`src/rtl/mux_arb_pkg.sv`:
```
// Shared select encoding and counter width for the round-robin 2:1 mux arbiter.
package mux_arb_pkg;

    typedef enum logic {
        SEL_A = 1'b0,
        SEL_B = 1'b1
    } sel_t;

    localparam int ARB_CNT_W = 16;

endpackage

```
`src/rtl/mux_2to1_d.sv`:
```
// Data-flow 2:1 mux: y follows a when sel=0, b when sel=1.
module mux_2to1_d #(
    parameter int width = 16
) (
    input  logic [width-1:0] a,
    input  logic [width-1:0] b,
    input  logic             sel,
    output logic [width-1:0] y
);

    assign y = sel ? b : a;

endmodule

```
`src/rtl/mux_2to1_rr_arb.sv`:
```
// Round-robin arbiter driving a shared 2:1 mux into a valid/ready output register.
// Optional accepted-word counters are built when MUX_RR_ARB_STATS_EN is defined.
module mux_2to1_rr_arb
    import mux_arb_pkg::*;
#(
    parameter int width = 16
) (
    input  logic                 clk,
    input  logic                 rst,
    input  logic                 a_valid,
    input  logic [width-1:0]     a_data,
    output logic                 a_ready,
    input  logic                 b_valid,
    input  logic [width-1:0]     b_data,
    output logic                 b_ready,
    output logic                 out_valid,
    output logic [width-1:0]     out_data,
    output logic                 out_sel,
    input  logic                 out_ready
`ifdef MUX_RR_ARB_STATS_EN
    ,
    output logic [ARB_CNT_W-1:0] cnt_a,
    output logic [ARB_CNT_W-1:0] cnt_b
`endif
);

    sel_t             last;
    sel_t             winner;
    sel_t             sel_q;
    logic             have_winner;
    logic             space;
    logic             load;
    logic [width-1:0] win_data;

    assign space = !out_valid || out_ready;

    always_comb begin
        // NOTE: every always_comb output gets a default first so no path infers a latch.
        winner      = SEL_A;
        have_winner = a_valid || b_valid;
        if (a_valid && b_valid) begin
            winner = (last == SEL_A) ? SEL_B : SEL_A;
        end else if (b_valid) begin
            winner = SEL_B;
        end
    end

    assign load    = space && have_winner;
    // Ready is suppressed during reset so no word is reported accepted and then lost.
    assign a_ready = !rst && load && (winner == SEL_A);
    assign b_ready = !rst && load && (winner == SEL_B);

    mux_2to1_d #(
        .width (width)
    ) u_mux (
        .a   (a_data),
        .b   (b_data),
        .sel (winner),
        .y   (win_data)
    );

    always_ff @(posedge clk) begin
        // NOTE: sequential state uses non-blocking assignments so all registers update together.
        if (rst) begin
            out_valid <= 1'b0;
            out_data  <= '0;
            sel_q     <= SEL_A;
            last      <= SEL_B;
        end else if (load) begin
            out_valid <= 1'b1;
            out_data  <= win_data;
            sel_q     <= winner;
            last      <= winner;
        end else if (out_valid && out_ready) begin
            out_valid <= 1'b0;
        end
    end

    assign out_sel = sel_q;

`ifdef MUX_RR_ARB_STATS_EN
    always_ff @(posedge clk) begin
        if (rst) begin
            cnt_a <= '0;
            cnt_b <= '0;
        end else begin
            if (a_ready && a_valid) cnt_a <= cnt_a + 1'b1;
            if (b_ready && b_valid) cnt_b <= cnt_b + 1'b1;
        end
    end
`endif

endmodule

```
`config.mk`:
```
export PLATFORM = sky130hd
export DESIGN_NAME = mux_2to1_rr_arb
export DESIGN_NICKNAME = d
export VERILOG_FILES = /design/src/rtl/mux_arb_pkg.sv /design/src/rtl/mux_2to1_d.sv /design/src/rtl/mux_2to1_rr_arb.sv
export SDC_FILE = /design/constraint.sdc
export NUM_CORES = 1
export LEC_CHECK = 0
export CORE_MARGIN = 10
export CORE_UTILIZATION = 36
export DETAILED_ROUTE_END_ITERATION = 8
export GPL_ROUTABILITY_DRIVEN = 0
export PLACE_DENSITY = 0.78
export SLEW_MARGIN = 20
export SYNTH_ARGS = -nofsm -noshare
export SYNTH_HDL_FRONTEND = slang
export SYNTH_SLANG_ARGS = --single-unit
```
`constraint.sdc`:
```
create_clock -name clk -period 1.4 [get_ports clk]
set_input_delay 0.21 -clock clk [delete_from_list [all_inputs] [get_ports clk]]
set_output_delay 0.21 -clock clk [all_outputs]
set_load 0.03 [all_outputs]
```
# Yosys cells after proc, flatten, opt, wreduce, memory -nomap -nowiden
# Index checks and enable logic that the tools add are counted.
[classes]
reduce_logical = 11
n_bitwise = 1
muxes = 6
[op_table]
columns = ["operator", "n"]
rows = [
  ["$mux W16", 1],
  ["$logic_and A1 B1 Y1", 6],
  ["$mux W1", 5],
  ["$logic_not A1 Y1", 2],
  ["$logic_or A1 B1 Y1", 2],
  ["$reduce_bool A2 Y1", 1],
  ["$not A1 Y1", 1],
]
[totals]
ff_bits = 19
inputBits = 37
word_cells = 22
out_inout_bits = 20

# Depth between registers and ports, before layout
[logic_depth]
word_depth = 5
mapped_depth = 5
depth_no_buf = 3

# Modules after synthesis
# From an unflattened synthesis, not the netlist that was laid out.
[unflattened]
cells_unflattened = 104
area_unflattened_um2 = 1116.1
[by_module_without_submodules]
columns = ["module", "area_each_um2", "cells_each", "seq_area_each_um2", "instances"]
rows = [
  ["mux_2to1_rr_arb", 867.1, 86, 380.4, 1],
  ["mux_2to1_d", 249.0, 18, 0.0, 1],
]

# Least setup slack after synthesis
# OpenSTA, ideal clock, no wires.
[synth_timing]
kind = "reg-to-output"
startpoint = "reg out_valid"
endpoint = "out b_ready"
t_arrival_ps = 1254
required_ps = 1190
path_stages_with_launch = 5
slack_ps = -64
n_path_buf = 1
path_cell_list = "dfxtp_1 nand2b_2 buf_2 nand3_1 nor2_1"
[synth_via]
elab_chain_cells = 5
[synth_lines]
columns = ["item", "line", "rtl"]
rows = [
  ["from (decl)", "mux_2to1_rr_arb.sv:16", "output logic out_valid,"],
  ["from (signal assigned)", "mux_2to1_rr_arb.sv:65", "out_valid <= 1'b0;"],
  ["from (signal assigned)", "mux_2to1_rr_arb.sv:70", "out_valid <= 1'b1;"],
  ["from (signal assigned)", "mux_2to1_rr_arb.sv:75", "out_valid <= 1'b0;"],
  ["$logic_not A1 Y1", "mux_2to1_rr_arb.sv:35", "assign space = !out_valid || out_ready;"],
  ["$logic_or A1 B1 Y1", "mux_2to1_rr_arb.sv:35", ""],
  ["$logic_and A1 B1 Y1", "mux_2to1_rr_arb.sv:48", "assign load = space && have_winner;"],
  ["$logic_and A1 B1 Y1 (2 in a row)", "mux_2to1_rr_arb.sv:51", "assign b_ready = !rst && load && (winner == SEL_B);"],
  ["to (decl)", "mux_2to1_rr_arb.sv:15", "output logic b_ready,"],
]
# Every way passes these cells.

# Final worst setup path
[layout_timing]
startpoint = "reg last"
endpoint = "out a_ready"
[layout_via]
elab_chain_cells = 4
[layout_lines]
columns = ["item", "line", "rtl"]
rows = [
  ["from (decl)", "mux_2to1_rr_arb.sv:27", "sel_t last;"],
  ["from (signal assigned)", "mux_2to1_rr_arb.sv:73", "last <= winner;"],
  ["$mux W1", "mux_2to1_rr_arb.sv:42", "winner = (last == SEL_A) ? SEL_B : SEL_A;"],
  ["$mux W1", "mux_2to1_rr_arb.sv:41", "if (a_valid && b_valid) begin"],
  ["$not A1 Y1", "mux_2to1_rr_arb.sv:50", "assign a_ready = !rst && load && (winner == SEL_A);"],
  ["$logic_and A1 B1 Y1", "mux_2to1_rr_arb.sv:50", ""],
  ["to (decl)", "mux_2to1_rr_arb.sv:12", "output logic a_ready,"],
]
# Every way passes these cells.

==> impl_metrics.py <==
metrics = {
    "cts": {
        "cts-buffers-inserted": 3,
        "clk_latency_ns": 0.30,
        "cts-htree-levels": 1,
        "clock_path_buffers": 2,
        "cts_sinks": 19,
        "clk_pin_slew_ns": 0.11,
        "root_buffer": "clkbuf_4",
        "cts_tree": "done",
    },
    "global_route": {
        "use_met3_pct": 6.974,
        "grt_use_met2_pct": 23.74,
        "grt_use_total_pct": 14.37,
        "grt_use_met1_pct": 16.06,
        "first_global_vias": 1253,
        "antenna_found_initial": 0,
        "grt_pass1_wl_um": 6044,
        "grt_max_degree": 19,
        "grt-busiest-layer": "met2",
        "grt.overflow.total": 0,
    },
    "yosys": {
        "synthMuxAreaShare_pct": 0,
        "yosys.area.top_type": "dfxtp_1",
        "synthXorXnorAreaFrac_pct": 0,
        "yosysWarnings": 0,
        "synth.avg_cell_area_um2": 8.323,
        "synth-simple-area-share_pct": 23.76,
        "yosys-top-cells-area": "dfxtp_1 41%, nand4_1 17%, a31oi_1 6.7%, inv_1 6.0%, o221ai_1 5.6%",
        "synthesis.area_um2": 932.1,
        "netlist.area_leader.share_pct": 40.81,
        "synth_top_family_by_area": "simple AND/OR/NAND/NOR gates",
        "synth_cells": 112,
        "synth_compound_area_share_pct": 22.28,
        "ys_seq_elements": 19,
        "syn_nets": 149,
        "synth-seq-area-share_pct": 40.81,
        "post_synth_num_cell_types": 22,
        "synth-adder-area-share_pct": 0,
    },
    "setup_path": {
        "cp.arrival_ns": 1.13,
        "setup.worst_path.end_class": "primary output",
        "rrSetupSlack_ns": 0.24,
        "reg2reg_depth": 4,
        "critPathLaunchType": "register",
        "rr_startpoint": "out_valid",
        "cp_max_fo": 3,
        "crit_required_ns": 1.19,
        "path_class": "reg -> out",
        "r2r_end": "last",
    },
    "routing": {
        "routed_wl_um": 3546,
        "vias": 1159,
        "drtIter0Drc": 43,
        "drt_pass1_iterations": 4,
        "via_per_inst": 5.545,
        "wire_per_inst_um": 16.97,
        "ant_nets": 0,
        "drc_errors": 0,
    },
    "layout": {
        "fillerInstances": 236,
        "layout_common_cells": "32 x clkdlybuf4s50_1, 26 x nand4_1, 22 x dlygate4sd2_1",
        "mostFrequentLayoutCell": "clkdlybuf4s50_1",
        "postLayoutCellArea_mm2": 0.001624,
        "antenna_cells": 0,
        "final_core_util_pct": 65.56,
        "drive_gt1_share_pct": 18.99,
        "final_nets": 217,
        "synthToLayoutAreaGrowth_pct": 74.23,
        "multiInputGateArea_um2": 441.7,
        "seqCellArea_um2": 382.9,
    },
    "pwr": {
        "power_density_mw_per_mm2": 829.5,
        "p_leak_nw": 0.7145,
        "ir_drop_mv": 0.5588,
    },
    "placed_design": {
        "dp_hpwl_um": 2771,
        "place_area_mm2": 0.001574,
        "io_buffers": 56,
    },
    "die": {
        "initial_utilization_pct": 37.63,
        "io_pins": 57,
        "core-area_mm2": 0.002477,
        "rows": 18,
        "die_x_um": 70.89,
        "die_y_um": 70.89,
        "die_area_mm2": 0.005025,
    },
    "sta": {
        "clock.fmax_mhz": 744.9,
        "relSlewSlack_pct": 71.53,
        "hold_violations": 0,
        "finalMaxSlewViolations": 0,
        "period_minus_slack_ns": 1.343,
        "setup_viol": 0,
        "skew_ns": 0.005239,
        "worstMarginPinSlew_ns": 0.4270,
        "finalCritPeriodShare_pct": 95.89,
    },
    "min_path": {
        "hold_path_class": "in -> reg",
        "hold_depth": 3,
        "hold_path_startpoint": "rst",
        "hold_path_end": "out_valid",
    },
    "outcome": {
        "status": "completed",
    },
    "flow_run": {
        "max_cap_violations": 0,
    },
}
[state kept, by name, summed over array words and instances, names as in the netlist]
signal and cells:
out_data 16, last 1, out_sel 1, out_valid 1
[worst max-delay path, stage by stage, from the launching register on]
cell and delay (ns):
dfxtp_2 0.35, nand2b_2 0.18, nand4b_2 0.11, inv_1 0.06, buf_6 0.13
[timing repair]
action / CTS / global route
endpoints found under the setup margin: 20 / 3
buffers inserted: 3 / 1
resized for setup: 26 / 2
gates cloned: 0 / 0
hold buffers: 0 / 0
hold endpoints to repair: 0 / 0
pin swaps: 1 / 0
[worst max path at each step]
| stage | from | endpoint | slack [ns] | cells after the start |
|---|---|---|---|---|
| finish | last | a_ready | 0.06 | 4 |
| global route | last | a_ready | -0.001 | 4 |
| CTS | last | a_ready | 0.01 | 4 |
| detailed placement | a_valid | out_data[0] | -0.12 | 4 |
| global placement | a_valid | b_ready | -0.08 | 5 |
| floorplan | out_valid | b_ready | 0.06 | 4 |
[through the flow]
| stage | setup WS (ns) | std cells | hold WS (ns) | power [mW] | TNS [ns] |
|---|---|---|---|---|---|
| 2_1_floorplan | 0.05603 | 112 | 0.3739 | 0.8449 | 0 |
| 3_3_place_gp | -0.07643 | 201 | 0.4415 | 1.086 | -0.8743 |
| 3_5_place_dp | -0.1244 | 201 | 0.4492 | 1.095 | -1.527 |
| 4_1_cts | 0.01383 | 208 | 0.4028 | 1.355 | 0 |
| 5_1_grt | -0.0009825 | 209 | 0.4021 | 1.421 | -0.0009825 |
| 6_report | 0.05750 | 209 | 0.4117 | 1.347 | 0 |
[cells in the mapped netlist]
master     n
o21ai_0    9
o21ai_1    1
o22ai_1    1
nor2_1     1
clkbuf_1   2
and2b_1    1
o221ai_1   6
nand3_1    1
a311o_1    1
o21bai_2   1
nor2_2     1
a21oi_1    3
buf_4      1
a31oi_1   10
dfxtp_1   19
inv_1     15
buf_6      1
nand4b_2   1
nand2b_2   2
buf_2      8
nand4_1   26
nand2_1    1
[power by group]
group          switching, mW  total [mW]  leakage, nW  internal (mW)
combinational          0.239       0.457        0.540          0.218
sequential            0.0231       0.610        0.157          0.587
clock                  0.174       0.280       0.0177          0.106
[layer usage]
metal,vias up,wire length [µm]
li1,560,-
met1,539,1514
met2,58,1612
met3,2,399
met4,0,19
met5,-,0
[cell families (layout without fill, tap and decap cells)]
group           Yosys count  after routing
buf+inv                  27             94
flops                    19             19
compound gates           32             32
simple gates             34             34
[layout make-up]
class | instances | area share [%]
Multi-Input combinational cell | 66 | 27.20
Sequential cell | 19 | 23.57
Tap cell | 30 | 2.311
Inverter | 15 | 3.467
Clock buffer | 3 | 1.387
Clock inverter | 1 | 0.3082
Timing Repair Buffer | 75 | 41.76
Note: power is estimated with default switching activity, not from simulation.
